[src/rtl/booth_mult_r4_seq_pkg.sv]
// booth_pkg: shared types and helpers for the radix-4 Booth multiplier family.
package booth_pkg;

   typedef enum logic [2:0] {ZERO, PLUS1, PLUS2, MINUS1, MINUS2} digit_op_e;
   typedef enum logic [1:0] {IDLE, CALC, DONE} state_e;

   // Unsigned operands need one extra digit to cover the zero-extended top bits.
   function automatic int booth_ndig(input int width, input int signed_mode);
      return (signed_mode != 0) ? width / 2 : width / 2 + 1;
   endfunction

   function automatic digit_op_e booth_decode(input logic [2:0] t);
      return (t == 3'b000 || t == 3'b111) ? ZERO :
             (t == 3'b011) ? PLUS2 :
             (t == 3'b100) ? MINUS2 :
             t[2] ? MINUS1 : PLUS1;
   endfunction

endpackage

[src/rtl/booth_mult_r4_seq_enc.sv]
// booth_r4_enc: maps a Booth triplet and extended multiplicand to a partial product.
module booth_r4_enc
   import booth_pkg::*;
#(
   parameter int AW = 26
) (
   input  logic [2:0]    i_trip,
   input  logic [AW-1:0] i_x,
   output logic [AW-1:0] o_pp
);

   digit_op_e w_op;

   always_comb begin
      w_op = booth_decode(i_trip);
      o_pp = (w_op == PLUS1)  ? i_x :
             (w_op == PLUS2)  ? i_x << 1 :
             (w_op == MINUS1) ? -i_x :
             (w_op == MINUS2) ? -(i_x << 1) : '0;
   end

endmodule

[src/rtl/booth_mult_r4_seq.sv]
// booth_mult_r4_seq: iterative radix-4 Booth multiplier, one digit per enabled cycle,
// valid/ready handshakes on operands and product.
module booth_mult_r4_seq
   import booth_pkg::*;
#(
   parameter int WIDTH  = 12,
   parameter int SIGNED = 1
) (
   input  logic                 clk,
   input  logic                 rst_n,
   input  logic                 en,
   input  logic                 in_valid,
   output logic                 in_ready,
   input  logic [WIDTH-1:0]     mult_1,
   input  logic [WIDTH-1:0]     mult_2,
   output logic [2*WIDTH-1:0]   result,
   output logic                 result_valid,
   input  logic                 result_ready,
   output logic                 busy
);

   localparam int AW   = 2 * WIDTH + 2;
   localparam int NDIG = booth_ndig(WIDTH, SIGNED);
   localparam int CW   = $clog2(NDIG) + 1;
   localparam logic [CW-1:0] LAST = CW'(NDIG - 1);

   state_e             r_state;
   logic [WIDTH+2:0]   r_mp;
   logic [AW-1:0]      r_mc;
   logic [AW-1:0]      r_acc;
   logic [CW-1:0]      r_cnt;
   logic [2*WIDTH-1:0] r_result;
   logic               r_result_valid;
   logic               r_busy;
   logic [AW-1:0]      w_pp;
   logic [AW-1:0]      w_sum;
   logic               w_sx1;
   logic               w_sx2;

   assign w_sx1        = (SIGNED != 0) & mult_1[WIDTH-1];
   assign w_sx2        = (SIGNED != 0) & mult_2[WIDTH-1];
   assign w_sum        = r_acc + w_pp;
   assign in_ready     = (r_state == IDLE);
   assign result       = r_result;
   assign result_valid = r_result_valid;
   assign busy         = r_busy;

   // Multiplier shifts right and multiplicand left by one digit each step,
   // so the encoder always sees the current triplet at r_mp[2:0].
   booth_r4_enc #(.AW(AW)) u_enc (
      .i_trip (r_mp[2:0]),
      .i_x    (r_mc),
      .o_pp   (w_pp)
   );

   always_ff @(posedge clk or negedge rst_n) begin
      if (!rst_n) begin
         r_state        <= IDLE;
         r_mp           <= '0;
         r_mc           <= '0;
         r_acc          <= '0;
         r_cnt          <= '0;
         r_result       <= '0;
         r_result_valid <= 1'b0;
         r_busy         <= 1'b0;
      end else begin
         unique case (r_state)
            IDLE: if (in_valid) begin
               r_mp    <= {{2{w_sx1}}, mult_1, 1'b0};
               r_mc    <= {{(WIDTH+2){w_sx2}}, mult_2};
               r_acc   <= '0;
               r_cnt   <= '0;
               r_busy  <= 1'b1;
               r_state <= CALC;
            end
            CALC: if (en) begin
               r_acc <= w_sum;
               r_mp  <= r_mp >> 2;
               r_mc  <= r_mc << 2;
               r_cnt <= r_cnt + 1'b1;
               if (r_cnt == LAST) begin
                  r_result       <= w_sum[2*WIDTH-1:0];
                  r_result_valid <= 1'b1;
                  r_state        <= DONE;
               end
            end
            DONE: if (result_ready) begin
               r_result_valid <= 1'b0;
               r_busy         <= 1'b0;
               r_state        <= IDLE;
            end
            default: r_state <= IDLE;
         endcase
      end
   end

endmodule
[config.mk]
export PLATFORM = sky130hd
export DESIGN_NAME = booth_mult_r4_seq
export DESIGN_NICKNAME = d
export VERILOG_FILES = /design/src/rtl/booth_mult_r4_seq_pkg.sv /design/src/rtl/booth_mult_r4_seq_enc.sv /design/src/rtl/booth_mult_r4_seq.sv
export SDC_FILE = /design/constraint.sdc
export NUM_CORES = 1
export LEC_CHECK = 0
export ABC_AREA = 1
export BUFFER_PORTS_ARGS = -buffer_cell sky130_fd_sc_hd__buf_2
export CORE_MARGIN = 3
export CORE_UTILIZATION = 36
export CTS_BUF_LIST = sky130_fd_sc_hd__clkbuf_2
export CTS_CLUSTER_SIZE = 20
export DETAILED_ROUTE_END_ITERATION = 12
export PLACE_DENSITY = 0.49
export SETUP_SLACK_MARGIN = 0.05
export SYNTH_ARGS = -nofsm -noshare
export SYNTH_HDL_FRONTEND = slang
export SYNTH_SLANG_ARGS = --single-unit
[constraint.sdc]
create_clock -name clk -period 3.7 [get_ports clk]
set_input_delay 0.37 -clock clk [delete_from_list [all_inputs] [get_ports clk]]
set_output_delay 0.37 -clock clk [all_outputs]
set_load 0.03 [all_outputs]
Yosys cells after proc, flatten, opt, wreduce, memory -nomap -nowiden
Index checks and enable logic that the tools add are counted.
{"block": "totals", "ff_bits": 99, "latchBits": 0, "mem_bits_rw": 0, "mem_bits_ro": 0, "inputBits": 29, "out_inout_bits": 27, "memories": 0}
{"block": "op_classes", "addsub": 4, "mul": 0, "n_div": 0, "order_cmp": 0, "eq_ne": 14, "shifts": 0, "mux": 31, "bitwise": 0, "n_reduce_logical": 11}
{"operator": "two-way mux 26 bit", "count": 8}
{"operator": "case mux 26 bit (2 select lines)", "count": 2}
{"operator": "negator 26 bit", "count": 2}
{"operator": "two-way mux 15 bit", "count": 2}
{"operator": "case mux 15 bit (2 select lines)", "count": 1}
{"operator": "adder 26 bit", "count": 1}
{"operator": "two-way mux 2 bit", "count": 5}
{"operator": "equality test 3 x 2 -> 1 bit (second input constant)", "count": 3}
{"operator": "equality test 3 bit (second input constant)", "count": 3}
{"operator": "two-way mux 3 bit", "count": 3}
{"operator": "AND reduction 3 bit", "count": 3}
{"operator": "two-way mux 4 bit", "count": 2}
{"operator": "!= test 2 bit (second input constant)", "count": 4}
{"operator": "case mux 4 bit (2 select lines)", "count": 1}
{"operator": "AND reduction 4 bit", "count": 2}
{"operator": "case mux 2 bit (3 select lines)", "count": 1}
{"operator": "nonzero test 2 bit", "count": 3}
{"operator": "adder 4 x 1 -> 4 bit (second input constant)", "count": 1}
{"operator": "equality test 4 x 3 -> 1 bit (second input constant)", "count": 1}
{"operator": "two-way mux 1 bit", "count": 4}
{"operator": "case mux 1 bit (2 select lines)", "count": 2}
{"operator": "equality test 3 x 1 -> 1 bit (second input constant)", "count": 1}
{"operator": "logical NOT 3 bit", "count": 1}
{"operator": "equality test 2 x 1 -> 1 bit (second input constant)", "count": 1}
{"operator": "other kinds (3)", "count": 3}

Longest topological paths before layout
Gate-level depths: netlist of the first run.
{"block": "depth", "ltp_word": 12, "mapped_depth": 26}

By module
A second synthesis of the first run with hierarchy kept.
{"block": "unflattened", "cells_unflattened": 1042, "area_unflattened_um2": 6835.3}
{"mod": "booth_mult_r4_seq", "instances": 1, "cells_per_inst": 761, "area_per_inst_um2": 5527.8, "seq_area_each_um2": 2402.3}
{"mod": "booth_r4_enc", "instances": 1, "cells_per_inst": 281, "area_per_inst_um2": 1307.5, "seq_area_each_um2": 0.0}

Worst setup path before layout of the first run
OpenSTA, ideal clock, no wires.
{"block": "synth_timing", "kind": "reg-to-reg", "from": "reg r_mc[0]", "to": "reg r_result[15], in the netlist result[15]", "setup_ns": 0.130, "arrival_time_ns": 2.919, "path_slack_ns": 0.651, "stages_incl_launch_ff": 21, "path_buffers": 0, "synth_period_minus_slack_ns": 3.049, "path_cell_list": "dfrtp_1 > inv_1 > ha_1 > nand2_1 > nor2_4 > nand2_2 > nor2_2 > nand2_2 > xor2_1 > nand2_1 > o21ai_1 > a21oi_1 > o21ai_1 > ha_1 > a21o_1 > a31oi_1 > nand3_1 > a21o_1 > or2_0 > nand3_1 > o21ai_1"}
{"block": "synth_via", "elab_chain_len": 6}
{"element": "start, declared", "line": "booth_mult_r4_seq.sv:29", "source": "logic [AW-1:0] r_mc;"}
{"element": "start signal, assigned", "line": "booth_mult_r4_seq.sv:70", "source": "r_mc <= {{(WIDTH+2){w_sx2}}, mult_2};"}
{"element": "start signal, assigned", "line": "booth_mult_r4_seq.sv:79", "source": "r_mc <= r_mc << 2;"}
{"element": "negator 26 bit", "line": "booth_mult_r4_seq_enc.sv:19", "source": "(w_op == MINUS2) ? -(i_x << 1) : '0;"}
{"element": "two-way mux 26 bit", "line": "booth_mult_r4_seq_enc.sv:19"}
{"element": "two-way mux 26 bit", "line": "booth_mult_r4_seq_enc.sv:18", "source": "(w_op == MINUS1) ? -i_x :"}
{"element": "two-way mux 26 bit", "line": "booth_mult_r4_seq_enc.sv:17", "source": "(w_op == PLUS2) ? i_x << 1 :"}
{"element": "two-way mux 26 bit (*)", "line": "booth_mult_r4_seq_enc.sv:16", "source": "o_pp = (w_op == PLUS1) ? i_x :"}
{"element": "adder 26 bit (*)", "line": "booth_mult_r4_seq.sv:42", "source": "assign w_sum = r_acc + w_pp;"}
{"element": "end signal, assigned", "line": "booth_mult_r4_seq.sv:82", "source": "r_result <= w_sum[2*WIDTH-1:0];"}
{"element": "end, declared", "line": "booth_mult_r4_seq.sv:32", "source": "logic [2*WIDTH-1:0] r_result;"}
Every way passes the cells marked *; elsewhere a longest branch is shown, timed or not.
A chain may end at the register's enable or synchronous reset.

Worst setup path after layout of the first run
{"block": "layout_timing", "from": "reg r_mc[0]", "to": "reg r_acc[20]"}
{"block": "layout_via", "elab_chain_len": 8}
{"element": "negator 26 bit", "line": "booth_mult_r4_seq_enc.sv:19"}
{"element": "two-way mux 26 bit", "line": "booth_mult_r4_seq_enc.sv:19"}
{"element": "two-way mux 26 bit", "line": "booth_mult_r4_seq_enc.sv:18"}
{"element": "two-way mux 26 bit", "line": "booth_mult_r4_seq_enc.sv:17"}
{"element": "two-way mux 26 bit (*)", "line": "booth_mult_r4_seq_enc.sv:16"}
{"element": "adder 26 bit (*)", "line": "booth_mult_r4_seq.sv:42"}
{"element": "two-way mux 26 bit (*)", "line": "booth_mult_r4_seq.sv:76", "source": "CALC: if (en) begin"}
{"element": "case mux 26 bit (2 select lines) (*)", "line": "booth_mult_r4_seq.sv:67", "source": "unique case (r_state)"}
{"element": "end signal, assigned", "line": "booth_mult_r4_seq.sv:77", "source": "r_acc <= w_sum;"}
{"element": "end, declared", "line": "booth_mult_r4_seq.sv:30", "source": "logic [AW-1:0] r_acc;"}
Every way passes the cells marked *; elsewhere a longest branch is shown, timed or not. The select of a mux whose other input is x is not followed.

==> impl_results.md, run 1 <==
* WS Path Type: reg2reg
* Gpl congestion at 0.9222
* Worst Hold Path EP: r_state[0]
* Worst reg-to-reg setup slack at 0.25 ns
* Final min period at 3.447 ns
* F_max at 290.1 MHz
* R2R Path Start: r_mc[0]
* IO Pins at 56
* Initial antenna violation count at 1
* DR WL/cell at 17.10 um
* Post-DP HPWL at 14,290 um
* Die Y-Extent at 135.6 um
* CTS root buf: clkbuf_2
* R2r endpoint: r_acc[20]
* DRC viols at 0
* Die Area at 0.01838 mm^2
* CP Data Required Time at 4.19 ns
* H-Tree Level Count at 3
* Setup TNS at 0 ns
* CTS tree: yes
* Worst-margin pin slew at 0.9214 ns
* RSZ-0062 raised after global routing: true
* CP startpoint kind: flip-flop
* Status: completed
* Drt pass-1 iters at 7
* Final Cycle Share at 0.9316
* Rows at 46
* Synth Flop Type: dfrtp_1
* Layout area overhead at 21.40%
* Worst-path clk slew at 0.27 ns
* Fin. Hold Viols at 0
* CTS Buffer Depth at 2
* CP dominant cell by count: nand2_1
* Buffers on Ports at 55
* Flops & latches, synth at 94
* Vias per std cell at 5.313
* Tot GR Track Use at 0.2121
* Vias in the first global route at 5,820
* First DRT Iteration DRCs at 443
* Final setup viols at 0
* Final Util at 0.4537
* Synthesized area per cell at 7.651 um^2
* Syn Std Cell Area at 0.006045 mm^2
* Worst path bufs/invs at 4
* Slew margin rel. at 0.3857
* Slowest cell delay on critical path at 0.46 ns
* Slowest-stage cell, CP: dfrtp_1
* Cells on worst reg2reg path at 20
* Starting Density at 0.3737
* TritonCTS Buffers at 9
* Number of library cell types mapped by synthesis at 45
* Critical path depth at 20
* MaxCap Viol Count at 0
* Worst skew pair latency at 0.58 ns
* # fillers at 1,669
* Core Footprint at 0.01617 mm^2
* Most frequent cells in the layout: nand2_1, dfrtp_1, inv_1, o21ai_0, nor2_1
* Worst hold path class: in2reg
* Hold_sp: en
* Drt total wl at 19,250 um
* Crit-path cells: inv_1, buf_4, nand3_2, nor2_8, buf_4, nand3_4, nor3_4, xor2_1, nand2_1, nand3_1, o21ai_1, inv_1, ha_1, nand2_1, nor4_2, nand4_1, nand3_1, nand2_1, nand3_1, nand2_1
* ANT nets after route at 0
* WP data arrival at 3.93 ns
* Clock Sink Count at 94
* Crit. End Element: flip-flop
* Sequential area share after synthesis at 0.3892
* Commonest non-fill, non-tap cell in the layout: nand2_1
* Die width at 135.6 um
* First-pass GRT wire length at 30,750 um
* # nets final at 962
* Detailed-route via count at 5,983
* Hold path depth at 4
* Yosys warns at 0
* Setup Skew at 0.04437 ns
* CP top delay family: simple AND/OR/NAND/NOR gates
* Pins Over Slew Limit at 0
* Syn nets at 847
* Share of cells above drive strength 1 at 0.1991
* Hold Slack at 0.1161 ns
* Largest net degree at the start of global routing at 70
* Async set or reset register ratio after synthesis at 1.000
* Crit path max fanout at 5
* GRT overflow at 0
* Mapped Cells at 790
* Post-synth EDFFs at 0
==> kinds of logic (layout without fill, tap and decap cells) <==
logic type / Yosys count / in the layout / synth area share
and+or+nand+nor: 349 / 349 / 0.2598
AOI/OAI and AO/OA: 193 / 193 / 0.1898
buffers and inverters: 100 / 219 / 0.06438
DFF: 94 / 94 / 0.3892
adders and majority gates: 28 / 28 / 0.05920
xor gates and xnor gates: 26 / 26 / 0.03767
other: 0 / 1 / 0
==> cells in the mapped netlist, types with 2 or more instances <==
library cell,number,area (um^2)
o21ai_1,13,65.06
a221oi_1,2,17.52
clkbuf_1,10,37.54
o22ai_1,12,75.07
nor2_4,6,67.56
buf_1,2,7.510
xnor2_1,5,43.79
xor2_1,21,183.9
o31ai_1,5,37.54
a21o_1,4,30.03
nand4_1,12,75.07
or2_2,2,12.51
nand2_2,5,31.28
inv_2,7,26.28
a22oi_1,20,150.1
nor2_1,60,225.2
inv_1,67,251.5
o21ai_0,73,365.4
clkinv_1,3,11.26
a21oi_1,40,200.2
o221ai_1,16,140.1
nand2_1,190,713.2
buf_2,10,50.05
nor3_1,5,25.02
nand3_2,3,30.03
nor4_1,4,25.02
o2111ai_1,2,17.52
dfrtp_1,94,2352
nand3_1,49,245.2
nor2_2,7,43.79
ha_1,27,337.8
==> repair_timing <==
item / in CTS / in global routing
gates resized for setup: 0 / 39
endpoints found under the hold margin: 92 / 0
hold buffers: 25 / 0
buffers inserted: 0 / 10
setup endpoints to repair: 0 / 33
==> worst reg2reg max path, cell delays in order, from the launching register on <==
cell and delay (ns):
dfrtp_1 0.46, inv_1 0.08, buf_4 0.12, nand3_2 0.15, nor2_8 0.19, buf_4 0.15, nand3_4 0.09, nor3_4 0.18
xor2_1 0.11, nand2_1 0.08, nand3_1 0.06, o21ai_1 0.13, inv_1 0.07, ha_1 0.37, nand2_1 0.15, nor4_2 0.39
nand4_1 0.20, nand3_1 0.13, nand2_1 0.09, nand3_1 0.09, nand2_1 0.06
==> per-layer routing <==
layer	GRT usage	part of all wire	vias up
li1	-	-	2931
met5	0	0	-
met3	0.03678	0.040	23
met4	0.05711	0.018	0
met2	0.3402	0.46	145
met1	0.2967	0.48	2884
==> how the worst max path moves through the flow <==
| stage | start | end | slack, ns |
|---|---|---|---|
| floorplan | r_mc[0] | result[15] | 0.65 |
| global placement | r_mp[1] | r_acc[18] | 0.02 |
| detailed placement | r_mp[1] | r_acc[18] | 0.09 |
| CTS | r_mp[1] | r_acc[18] | 0.05 |
| global route | r_mc[0] | r_acc[18] | 0.007 |
| finish | r_mc[0] | r_acc[20] | 0.25 |
==> layout make-up <==
| class | count | area [um^2] | share of cell area |
|---|---|---|---|
| multi-input combinational | 596 | 3432 | 0.4677 |
| tap | 216 | 270.3 | 0.03683 |
| timing repair buffer | 127 | 880.8 | 0.1200 |
| antenna | 1 | 2.502 | 0.0003410 |
| clock buffer | 10 | 50.05 | 0.006820 |
| clock inverter | 5 | 58.81 | 0.008014 |
| sequential | 94 | 2355 | 0.3209 |
| inverter | 77 | 289.0 | 0.03939 |
==> registers in the layout, indices dropped and copies added, names as in the netlist <==
name          count
busy              1
r_acc            24
r_cnt             4
r_mc             24
r_mp             14
r_state           2
result           24
result_valid      1
==> metrics by stage <==
stage               instance area, um^2  instances  setup WS [ns]
finish                             7338       1126         0.2530
global route                       7338       1126       0.006728
CTS                                7129       1115        0.05307
detailed placement                 6770       1075        0.09292
global placement                   6770       1075        0.02492
floorplan                          6045        790         0.6510
Power of run 1 is left out: the tool's default activity adds up to more than one toggle a clock period on the data nets, which glitch-free logic cannot reach.
==> run 2: changes to the inputs <==
--- a/config.mk
+++ b/config.mk
@@ -16,4 +16,5 @@
 export SETUP_SLACK_MARGIN = 0.05
 export SYNTH_ARGS = -nofsm -noshare
 export SYNTH_HDL_FRONTEND = slang
+export SYNTH_HIERARCHICAL = 1
 export SYNTH_SLANG_ARGS = --single-unit
==> impl_results.md, run 2 <==
* Share of cells above drive strength 1 at 0.08788
* Placed instance area at 0.007082 mm^2
* Rows at 49
* Drt total wl at 18,830 um
* Detailed-route via count at 6,373
* F_max at 313.4 MHz
* Mapped Cells at 1,008
* Syn nets at 1,064
* Largest net degree at the start of global routing at 70
* CTS Buffer Depth at 2
* Die Area at 0.02013 mm^2
* Worst-path clk slew at 0.30 ns
* Worst-margin pin slew at 0.6968 ns
* CP Data Required Time at 4.25 ns
* Slew margin rel. at 0.5349
* # fillers at 1,986
* Final Cycle Share at 0.8625
* CTS root buf: clkbuf_2
* Post-DP HPWL at 13,780 um
* Final setup viols at 0
* Worst skew pair latency at 0.64 ns
* MaxCap Viol Count at 0
* WS Path Type: reg2reg
* Layout area overhead at 12.20%
* Drt pass-1 iters at 5
* Setup TNS at 0 ns
* Crit. End Element: flip-flop
* Core Footprint at 0.01802 mm^2
* GRT overflow at 0
* Pins Over Slew Limit at 0
* Yosys warns at 6
* Status: completed
* Die Y-Extent at 141.9 um
* Clock Sink Count at 94
* Worst hold path class: in2async
* DRC viols at 0
* Register area at 0.002352 mm^2
* Most frequent cells in the layout: nand2_1, inv_1, nor2_1, dfrtp_1, nand3_1
* DR WL/cell at 14.36 um
* First-pass GRT wire length at 31,880 um
* Synthesized area per cell at 6.595 um^2
* Setup Skew at 0.02236 ns
* Gpl congestion at 0.8998
* Dpl ws at 0.5976 ns
* CP startpoint kind: flip-flop
* Initial antenna violation count at 1
* Final Util at 0.4138
* WP data arrival at 3.74 ns
* H-Tree Level Count at 3
* Starting Density at 0.3688
* Vias per std cell at 4.861
* Fin. Hold Viols at 0
* TritonCTS Buffers at 9
* RSZ-0062 raised after global routing: false
* Syn Std Cell Area at 0.006648 mm^2
* Buffers on Ports at 55
* Die width at 141.9 um
* Post-CTS Setup Inserts at 0
* Vias in the first global route at 6,199
* ANT nets after route at 0
* Cell area after layout at 0.007458 mm^2
* Setup ws final at 0.5089 ns
* Tot GR Track Use at 0.1969
* IO Pins at 56
* Final min period at 3.191 ns
* Area of the multi-input gates at 0.003681 mm^2
* First DRT Iteration DRCs at 401
* # nets final at 1,132
* Crit path max fanout at 5
* CTS tree: yes
* Commonest non-fill, non-tap cell in the layout: nand2_1
[run 2: critical path, stage by stage, from the launching register on]
cell,delay [ns]
dfrtp_1,0.48
inv_1,0.12
ha_1,0.20
nand2_2,0.13
nor2_4,0.17
nand2_1,0.13
xor2_1,0.18
nand2_1,0.07
nand4_1,0.12
ha_1,0.39
nand2_1,0.15
nor2_1,0.33
nand2_1,0.08
nand3b_1,0.24
nand3_1,0.12
nand2_1,0.07
nand3_1,0.07
nand2_1,0.06
[run 2: routing by layer]
layer / track usage / share of wire
met5: 0 / 0
met4: 0.06010 / 0.018
met3: 0.02562 / 0.033
met2: 0.3103 / 0.44
met1: 0.2819 / 0.51
[run 2: stage by stage]
stage / std cells / hold WS [ns]
floorplan: 1008 / 0.07441
global placement: 1267 / 0.3109
detailed placement: 1267 / 0.3137
CTS: 1310 / 0.07118
global route: 1311 / 0.08434
finish: 1311 / 0.1224
[run 2: cell type report]
| type | instances | area share |
|---|---|---|
| Inverter | 115 | 0.05788 |
| Sequential cell | 94 | 0.3154 |
| Antenna cell | 1 | 0.0003355 |
| Clock inverter | 6 | 0.007214 |
| Timing Repair Buffer | 89 | 0.08052 |
| Multi-Input combinational cell | 767 | 0.4935 |
| Tap cell | 229 | 0.03842 |
| Clock buffer | 10 | 0.006710 |
[run 2: final timing paths]
path	start	to	slack, ns	depth (start not counted)
max reg2reg	r_mc[1]	r_acc[19]	0.51	17
max	r_mc[1]	r_acc[19]	0.51	17
min	rst_n	result[5]	0.12	2
max in group asynchronous	rst_n	r_mc[20]	2.63	3
min reg2reg	result[2]	result[2]	0.51	2
min in group clk	en	r_acc[1]	0.23	3
[run 2: timing repair]
action	in CTS	in global routing
hold endpoints to repair	71	0
gates resized for setup	0	0
hold buffers	27	0
Power of run 2 is left out for the same reason.
